[config.mk]
export PLATFORM = sky130hd
export DESIGN_NAME = npc_ctrl
export DESIGN_NICKNAME = d
export VERILOG_FILES = /design/src/rtl/npc_ctrl.sv
export SDC_FILE = /design/constraint.sdc
export NUM_CORES = 1
export LEC_CHECK = 0
export ABC_AREA = 1
export CORE_UTILIZATION = 32
export CTS_BUF_LIST = sky130_fd_sc_hd__clkbuf_4
export CTS_CLUSTER_DIAMETER = 30
export DETAILED_ROUTE_END_ITERATION = 16
export GPL_ROUTABILITY_DRIVEN = 0
export HOLD_SLACK_MARGIN = 0.12
export PLACE_DENSITY = 0.65
export SETUP_SLACK_MARGIN = 0.05
export SYNTH_ARGS = -nofsm -noshare
export SYNTH_HDL_FRONTEND = slang
export SYNTH_SLANG_ARGS = --single-unit
export TNS_END_PERCENT = 30
[constraint.sdc]
create_clock -name clk -period 1.5 [get_ports clk]
set_input_delay 0.3 -clock clk [delete_from_list [all_inputs] [get_ports clk]]
set_output_delay 0.3 -clock clk [all_outputs]
set_load 0.005 [all_outputs]
[src/rtl/npc_ctrl.sv]
// Multi-cycle sequencing controller for the NPC RV32 core: owns the PC, fetches over a
// req/valid handshake, and steps DECODE/EXEC/MEM/WB with registered control outputs.
module npc_ctrl #(
    parameter logic [31:0] RESET_PC = 32'h8000_0000
) (
    input  logic        clk,
    input  logic        rst_n,
    output logic        imem_req,
    output logic [31:0] imem_addr,
    input  logic        imem_valid,
    input  logic [31:0] imem_rdata,
    output logic [31:0] instr,
    input  logic [6:0]  op,
    input  logic        br_taken,
    input  logic [31:0] br_target,
    input  logic [31:0] jal_target,
    input  logic [31:0] jalr_target,
    output logic        dmem_req,
    output logic        dmem_we,
    input  logic        dmem_ack,
    output logic        rf_we,
    output logic [31:0] pc,
    output logic [31:0] instret,
    output logic        halted,
    output logic [1:0]  trap
);

    localparam logic [6:0] OP_LUI    = 7'b0110111;
    localparam logic [6:0] OP_AUIPC  = 7'b0010111;
    localparam logic [6:0] OP_JAL    = 7'b1101111;
    localparam logic [6:0] OP_JALR   = 7'b1100111;
    localparam logic [6:0] OP_BRANCH = 7'b1100011;
    localparam logic [6:0] OP_LOAD   = 7'b0000011;
    localparam logic [6:0] OP_STORE  = 7'b0100011;
    localparam logic [6:0] OP_OPIMM  = 7'b0010011;
    localparam logic [6:0] OP_OP     = 7'b0110011;
    localparam logic [6:0] OP_SYSTEM = 7'b1110011;

    localparam logic [31:0] NOP_INSTR = 32'h0000_0013;

    localparam logic [1:0] TRAP_EBREAK  = 2'd1;
    localparam logic [1:0] TRAP_ILLEGAL = 2'd2;
    localparam logic [1:0] TRAP_MISALGN = 2'd3;

    typedef enum logic [2:0] {
        S_IDLE,
        S_FETCH,
        S_DECODE,
        S_EXEC,
        S_MEM,
        S_WB,
        S_HALT
    } state_t;

    state_t      state_q;
    logic [31:0] pc_q;
    logic [31:0] instr_q;
    logic [31:0] instret_q;
    logic [31:0] npc_q;
    logic        misalign_q;
    logic        imem_req_q;
    logic        dmem_req_q;
    logic        dmem_we_q;
    logic        rf_we_q;
    logic        halted_q;
    logic [1:0]  trap_q;

    logic [31:0] pc_plus4;
    logic [31:0] next_pc_d;
    logic        op_legal;
    logic        op_is_mem;
    logic        op_writes_rd;

    always_comb begin
        pc_plus4  = pc_q + 32'd4;
        next_pc_d = pc_plus4;
        case (op)
            OP_JAL:    next_pc_d = jal_target;
            OP_JALR:   next_pc_d = {jalr_target[31:1], 1'b0};
            OP_BRANCH: next_pc_d = br_taken ? br_target : pc_plus4;
            default:   next_pc_d = pc_plus4;
        endcase
    end

    always_comb begin
        op_legal = 1'b0;
        case (op)
            OP_LUI, OP_AUIPC, OP_JAL, OP_JALR, OP_BRANCH,
            OP_LOAD, OP_STORE, OP_OPIMM, OP_OP: op_legal = 1'b1;
            default:                            op_legal = 1'b0;
        endcase
    end

    assign op_is_mem    = (op == OP_LOAD) || (op == OP_STORE);
    assign op_writes_rd = (op != OP_BRANCH) && (op != OP_STORE);

    // Next PC and the write strobe are resolved on the edge into WB so both leave flops;
    // the PC update and the register-file write then land together on the WB exit edge.
    always_ff @(posedge clk or negedge rst_n) begin
        if (!rst_n) begin
            state_q    <= S_IDLE;
            pc_q       <= RESET_PC;
            instr_q    <= NOP_INSTR;
            instret_q  <= 32'd0;
            npc_q      <= RESET_PC;
            misalign_q <= 1'b0;
            imem_req_q <= 1'b0;
            dmem_req_q <= 1'b0;
            dmem_we_q  <= 1'b0;
            rf_we_q    <= 1'b0;
            halted_q   <= 1'b0;
            trap_q     <= 2'd0;
        end else begin
            case (state_q)
                S_IDLE: begin
                    state_q    <= S_FETCH;
                    imem_req_q <= 1'b1;
                end
                S_FETCH: begin
                    if (imem_valid) begin
                        instr_q    <= imem_rdata;
                        imem_req_q <= 1'b0;
                        state_q    <= S_DECODE;
                    end
                end
                S_DECODE: begin
                    if (op == OP_SYSTEM) begin
                        state_q  <= S_HALT;
                        halted_q <= 1'b1;
                        trap_q   <= TRAP_EBREAK;
                    end else if (!op_legal) begin
                        state_q  <= S_HALT;
                        halted_q <= 1'b1;
                        trap_q   <= TRAP_ILLEGAL;
                    end else begin
                        state_q <= S_EXEC;
                    end
                end
                S_EXEC: begin
                    if (op_is_mem) begin
                        state_q    <= S_MEM;
                        dmem_req_q <= 1'b1;
                        dmem_we_q  <= (op == OP_STORE);
                    end else begin
                        state_q    <= S_WB;
                        npc_q      <= next_pc_d;
                        misalign_q <= next_pc_d[1];
                        rf_we_q    <= op_writes_rd && !next_pc_d[1];
                    end
                end
                S_MEM: begin
                    if (dmem_ack) begin
                        state_q    <= S_WB;
                        dmem_req_q <= 1'b0;
                        dmem_we_q  <= 1'b0;
                        npc_q      <= next_pc_d;
                        misalign_q <= next_pc_d[1];
                        rf_we_q    <= op_writes_rd && !next_pc_d[1];
                    end
                end
                S_WB: begin
                    rf_we_q <= 1'b0;
                    if (misalign_q) begin
                        state_q  <= S_HALT;
                        halted_q <= 1'b1;
                        trap_q   <= TRAP_MISALGN;
                    end else begin
                        pc_q       <= npc_q;
                        instret_q  <= instret_q + 32'd1;
                        imem_req_q <= 1'b1;
                        state_q    <= S_FETCH;
                    end
                end
                S_HALT: begin
                    state_q <= S_HALT;
                end
                default: begin
                    state_q  <= S_HALT;
                    halted_q <= 1'b1;
                end
            endcase
        end
    end

    assign imem_req  = imem_req_q;
    assign imem_addr = pc_q;
    assign instr     = instr_q;
    assign dmem_req  = dmem_req_q;
    assign dmem_we   = dmem_we_q;
    assign rf_we     = rf_we_q;
    assign pc        = pc_q;
    assign instret   = instret_q;
    assign halted    = halted_q;
    assign trap      = trap_q;

endmodule

==> out/results.tsv, run 1 <==
metric	value	unit
simple-gate area share of the yosys netlist	36.8	%
Reg-to-Reg Start	imem_addr[7]$_DFFE_PN0P_	
largest net degree at the start of global routing	41	
Netlist cell types	45	
Worst Hold Endpoint	instr[0]$_DFFE_PN1P_	
Die Y	161	um
Int Pwr	12.3	mW
PortBufs	273	
drt first pass iters	5	
Syn-to-layout area delta	82.9	%
FF-to-FF setup slack	-0.31	ns
Fmax achieved	0.554	GHz
syn nets	1262	
Clock Skew	0.0242	ns
warnings from Yosys	0	
Setup Viol. Count Final	117	
vias in the first global route	9340	
met1 Usage GRT	31.0	%
critical path endpoint category	flip-flop	
failing checks	setup timing	
clock sink count	138	
peak supply drop	0.000834	V
Initial Utilization	33.0	%
Yosys reg bits	138	
Clock transition at path regs	0.15	ns
Ports	275	
drt via density	4.88	
GR Util met3	5.57	%
Wirelength per Cell	16.7	um
post-synthesis adder-cell area fraction	0.309	%
TritonCTS buffer count	17	
Synth Instances	1120	
antenna violations before repair	5	
Lkg Pwr	7.46	nW
Top Usage Layer GRT	met2	
max cap viols	0	
post-synthesis mux area share	0	%
slew of the pin with the lowest slew margin	0.424	ns
XOR/XNOR Fraction of Synth Area	4.22	%
switch share	38.9	%
first-pass GRT wire length	48.3	mm
RSZ-0062 raised after global routing	yes	
critical setup path kind	reg2reg	
period utilisation layout	120	%
syn_area_per_cell	7.23	um^2
Compound-Gate Fraction of Synth Area	6.34	%
Critical Path RT	1.91	ns
layout cells sized above 1	41.4	%
CTS tree	built	
die area	25900	um^2
post-synthesis sequential area ratio	42.7	%
total wire length	33.6	mm
endpoints failing hold	0	
detailed-route via count	9816	
Flop pwr share	29.0	%
overall power	20.1	mW
main combinational cell family by area after synthesis	simple AND/OR/NAND/NOR gates	
async set-reset flop share out of synthesis	100	%
outcome	finished, violations left	
DR iter-0 viols	643	
R2R depth	11	
CTS root buffer	clkbuf_4	
H-tree depth	4	
CP cell instances	buf_4 -> buf_4 -> nand2_1 -> nor2_1 -> nand2_4 -> nor2_4 -> nand2_2 -> inv_2 -> nand2_1 -> o211ai_1 -> a22oi_1	
Routed Antenna Nets	0	
Setup crit start	imem_addr[7]$_DFFE_PN0P_	
min-delay src	imem_rdata[0]	
reg-to-reg endpoint	npc_q[16]$_DFFE_PN0P_	
GR Overflow Total	0	
Tot GR Track Use	23.7	%
Critical-path top delay cell	dfrtp_1	
Place WS	-0.598	ns
ys flop type	dfrtp_1	
Post-Syn Area	8090	um^2
Sum Neg Setup Slack	-10.75	ns
slew margin rel.	71.6	%
fill count	2102	
Comb power frac	57.8	%
element type at the critical path start	flip-flop	
P_sw	7.81	mW
Tightest Hold Check Type	in2reg	
Rows	57	
Worst Hold Depth	3	
DRC viols	0	
Die W	161	um
Final WS setup	-0.305	ns
crit-path max FO	6	
Clock Power Share	13.2	%
slowest stage delay, CP	0.38	ns
CTS Buffer Depth	2	
CP arrival	2.21	ns
Final Critical Period	1.81	ns
Slew Limit Fails	0	
HPWL after detailed placement	21.7	mm
Clock Latency Late Sink	0.55	ns
met2 GRT Util	37.6	%
number of synthesized flops with an enable pin	0	
pwr dens	1360	nW/um^2
NumNets Final	1813	
core area	24500	um^2
[power by group through the flow]
| stage | clock (mW) | sequential (mW) | combinational (mW) |
|---|---|---|---|
| after global placement | 0 | 5.87 | 8.36 |
| after floorplan | 0 | 6.02 | 3.58 |
| after global routing | 2.85 | 5.99 | 12.5 |
| final | 2.65 | 5.84 | 11.6 |
| after detailed placement | 0 | 5.88 | 8.50 |
| after CTS | 2.69 | 5.75 | 10.3 |
[worst max-delay path by stage]
stage	to	slack, ns	cells past startpoint
floorplan	instret[28]$_DFFE_PN0P_	-0.1	9
global placement	npc_q[12]$_DFFE_PN0P_	-0.55	11
detailed placement	npc_q[1]$_DFFE_PN0P_	-0.60	9
CTS	pc[17]	-0.25	4
global route	npc_q[28]$_DFFE_PN0P_	-0.37	13
finish	npc_q[16]$_DFFE_PN0P_	-0.31	11
[per-stage QoR]
stage,util (%),std cells,hold slack (ns),cell area (um^2)
after global placement,49.9,1816,0.173,12300
after detailed placement,49.9,1816,0.174,12300
final,60.3,2013,0.242,14800
after floorplan,-,1120,0.00441,8140
after global routing,60.3,2013,0.201,14800
after CTS,56.3,1961,0.195,13800
[critical path, delay by kind of cell, from the launching register on]
family / cells / cell delay [ns]
and+or+nand+nor: 6 / 0.73
DFF: 1 / 0.38
buffers and inverters: 3 / 0.31
AOI/OAI and AO/OA: 2 / 0.26
[registers in the layout (all words and copies together), names as in the netlist]
name and cells:
trap 2, halted 1, imem_addr 32, dmem_we 1
instr 32, instret 32, dmem_req 1, imem_req 1
state_q 3, rf_we 1, npc_q 32
[final cells by class]
type                       instances  area [um^2]  area share (%)
clock buffer                      17          128           0.862
clock inverter                    15          171            1.16
timing repair buffer             597         5640            38.1
sequential                       138         3470            23.4
tap                              324          405            2.74
multi-input combinational        823         4600            31.1
antenna                            5         12.5          0.0845
inverter                          94          372            2.51
[metal layers]
layer  share of wire (%)  wire length [um]  up-vias
met4                 3.6              1200        0
met5                   0                 0        -
met3                 7.7              2590       82
li1                    -                 -     4611
met2                  48             16000      455
met1                  41             13700     4668
[kinds of logic (layout without fill, tap and decap cells)]
logic type      Yosys count  after routing
simple gates            692            692
buf+inv                 159            723
xor+xnor                 39             39
fa+ha+maj                 2              2
flops                   138            138
compound gates           90             90
other cells               0              5
[cell usage in the layout (no fill, tap or decap), types with 14 or more instances in the layout]
| cell type | netlist | routed |
|---|---|---|
| a21oi_1 | 19 | 16 |
| buf_12 | 0 | 18 |
| buf_2 | 12 | 27 |
| buf_4 | 39 | 203 |
| buf_6 | 2 | 175 |
| clkbuf_2 | 0 | 29 |
| clkbuf_4 | 0 | 17 |
| clkdlybuf4s50_1 | 0 | 133 |
| dfrtp_1 | 133 | 124 |
| inv_1 | 88 | 76 |
| inv_2 | 4 | 14 |
| nand2_1 | 469 | 413 |
| nand2_2 | 11 | 47 |
| nand2_4 | 1 | 21 |
| nand3_1 | 61 | 45 |
| nand3_2 | 1 | 15 |
| nand4_1 | 22 | 22 |
| nor2_1 | 83 | 42 |
| nor2_2 | 7 | 22 |
| nor2_4 | 11 | 37 |
| o21ai_0 | 38 | 27 |
| o21ai_1 | 7 | 16 |
| xor2_1 | 24 | 24 |
[cells in the mapped netlist (9+ instances only)]
master      n  area [um^2]
nand2_1   469         1760
dfrtp_1   133         3330
inv_1      88          330
nor2_1     83          312
nand3_1    61          305
buf_4      39          293
o21ai_0    38          190
xor2_1     24          210
nand4_1    22          138
a21oi_1    19         95.1
xnor2_1    15          131
buf_2      12         60.1
clkbuf_1   12         45.0
nor3_1     12         60.1
nand2_2    11         68.8
nor2_4     11          124
a22oi_1     9         67.6
[timing repair]
action,in CTS,in global routing
cloned,0,4
setup endpoints to repair,242,249
gates resized for setup,648,256
pin swaps,19,87
setup buffers,109,51
endpoints found under the hold margin,138,0
hold buffers,4,0
No activity file was read; power rests on OpenSTA's default activity.
==> inputs of run 2 (changes only) <==
- CAP_MARGIN: default -> 30
- GPL_TIMING_DRIVEN: default -> 0
==> run 2 against run 1 <==
  * The run still ends with setup timing left
  * Sequential power rose by 3%
  * Design area is 5.5% lower
  * Highest routed layer unchanged
  * Clock power up 4%
  * Wire length down 0.38%
  * Combinational power about the same
  * Worst hold slack worse by 0.019 ns
==> out/results.tsv, run 2 (synthesized netlist as in run 1, its figures left out) <==
metric	value	unit	change
outcome	finished, violations left		
failing checks	setup timing		
slew of the pin with the lowest slew margin	0.649	ns	+0.225 ns
Setup Viol. Count Final	119		+1.7%
Critical Path RT	1.96	ns	+0.05 ns
total wire length	33.4	mm	-0.38%
layout cells sized above 1	39.1	%	-2.3 points
Ports	275		unchanged
detailed-route via count	9398		-4.3%
pwr dens	1470	nW/um^2	+8.5%
Routed Antenna Nets	0		unchanged
RSZ-0062 raised after global routing	yes		
drt first pass iters	7		+2
die area	25900	um^2	unchanged
crit-path max FO	3		-3
Syn-to-layout area delta	72.8	%	
PortBufs	273		unchanged
antenna violations before repair	6		+1
Final WS setup	-0.264	ns	+0.0415 ns
CTS tree	built		
DR iter-0 viols	787		+22%
vias in the first global route	8656		-7.3%
first-pass GRT wire length	48.0	mm	-0.69%
Clock Latency Late Sink	0.59	ns	+0.04 ns
Clock transition at path regs	0.17	ns	+0.02 ns
Critical-path top delay cell	dfrtp_2		
critical path endpoint category	flip-flop		
endpoints failing hold	0		unchanged
CP arrival	2.22	ns	about the same
GR Overflow Total	0		unchanged
WP buf/inv	1		-2
Tightest Hold Check Type	in2reg		
Tot GR Track Use	24.0	%	+0.28 points
Die Y	161	um	unchanged
slew margin rel.	56.7	%	-15 points
Lkg Pwr	6.83	nW	-8.4%
Non-Filler Instances	1913		-5.0%
clock sink count	138		unchanged
CP cell instances	ha_2 -> inv_2 -> nor2_4 -> nand3_2 -> nor3_4 -> nand3_4 -> nor2_4 -> nand2_2 -> xor2_1		
TritonCTS buffer count	17		unchanged
placed cell count	1718		-5.4%
peak supply drop	0.000762	V	-8.6%
Die W	161	um	unchanged
Final Critical Period	1.76	ns	-0.0415 ns
overall power	20.6	mW	+2.5%
DRC viols	0		unchanged
element type at the critical path start	flip-flop		
NumNets Final	1712		-5.6%
Clock Skew	0.0290	ns	+0.00485 ns
CTS root buffer	clkbuf_4		
period utilisation layout	118	%	-2.8 points
most frequent cells in the layout	nand2_1, clkdlybuf4s50_1, buf_6		
Rows	57		unchanged
H-tree depth	4		unchanged
Slew Limit Fails	0		unchanged
largest net degree at the start of global routing	74		+80%
CTS Buffer Depth	2		unchanged
most used cell, CP	nor2_4		
drt via density	4.91		+0.75%
max cap viols	0		unchanged
delay-heaviest family, CP	simple AND/OR/NAND/NOR gates		
HPWL after detailed placement	22.2	mm	+2.3%
most common cell after layout, fill and taps aside	nand2_1		
Initial Utilization	33.0	%	unchanged
core area	24500	um^2	unchanged
worst hold slack	0.223	ns	-0.0190 ns
Wirelength per Cell	17.5	um	+4.8%
Fmax achieved	0.567	GHz	+2.4%
slowest stage delay, CP	0.42	ns	+0.04 ns
critical setup path kind	reg2reg		
-- run 2: changes by cell type in the layout (fill, tap and decap cells not counted), sizes merged --
| cell | before | now |
|---|---|---|
| buf | 424 | 298 |
| clkbuf | 49 | 70 |
| clkdlybuf4s15 | 0 | 5 |
| clkdlybuf4s50 | 133 | 136 |
| dlygate4sd3 | 4 | 1 |
| dlymetal6s2s | 3 | 1 |
| bufinv | 1 | 2 |
| diode | 5 | 6 |
-- run 2: layer usage --
layer | wire length, um | GRT usage (%) | up-vias | share of wire (%)
met2 | 16000 | 38.0 | 452 | 48
met1 | 13100 | 30.9 | 4454 | 39
met4 | 1240 | 11.6 | 0 | 3.7
met3 | 3030 | 5.73 | 84 | 9.1
met5 | 0 | 0 | - | 0
li1 | - | - | 4408 | -
-- run 2: final timing paths --
| kind | to | slack (ns) | cells after the start | start |
|---|---|---|---|---|
| min in group asynchronous | npc_q[19]$_DFFE_PN0P_ | 0.29 | 2 | rst_n |
| max in group asynchronous | instret[19]$_DFFE_PN0P_ | 0.40 | 3 | rst_n |
| setup / recovery | instret[28]$_DFFE_PN0P_ | -0.26 | 9 | instret[0]$_DFFE_PN0P_ |
| hold / removal | instr[13]$_DFFE_PN0P_ | 0.22 | 3 | imem_rdata[13] |
| setup reg to reg | instret[28]$_DFFE_PN0P_ | -0.26 | 9 | instret[0]$_DFFE_PN0P_ |
| hold reg to reg | instr[1]$_DFFE_PN1P_ | 0.48 | 2 | instr[1]$_DFFE_PN1P_ |
-- run 2: layout make-up --
cell class              instances  area [um^2]
fillers                      2233        10500
multi-input cells             823         4640
repair buffers                431         3990
flip-flops and latches        138         3510
plain buffers                  64          733
well taps                     324          405
inverters                      94          382
clock inverters                15          179
clock buffers                  17          128
diodes                          6         15.0
repair inverters                1         8.76
-- run 2: worst reg2reg max path, cell delays in order (launching register included) --
cell     delay [ns]
dfrtp_2        0.42
ha_2           0.19
inv_2          0.06
nor2_4         0.13
nand3_2        0.09
nor3_4         0.28
nand3_4        0.14
nor2_4         0.16
nand2_2        0.06
xor2_1         0.14
-- run 2: where the power goes --
group / total [mW] / internal [mW] / switching [mW]
Sequential: 6.00 / 5.07 / 0.932
Clock: 2.75 / 1.06 / 1.69
Combinational: 11.8 / 6.32 / 5.53
-- run 2: per-stage QoR --
| stage | instance area [um^2] | setup WS, ns | TNS [ns] | utilization, % |
|---|---|---|---|---|
| detailed placement | 11300 | -0.847 | -50.04 | 46.1 |
| floorplan | 8140 | -0.0993 | -0.291 | - |
| global placement | 11300 | -5.84 | -843.43 | 46.0 |
| CTS | 12700 | -0.189 | -11.41 | 51.8 |
| global route | 14000 | -0.336 | -23.11 | 57.0 |
| finish | 14000 | -0.264 | -12.26 | 57.0 |
-- run 2: what timing repair did --
action                                 4_1_cts  5_1_grt
buffers inserted                            90       63
setup endpoints to repair                  258      259
resized for setup                          653      273
cloned                                       0        5
hold buffers                                 1        0
endpoints found under the hold margin       63        0
pin swaps                                   39       75
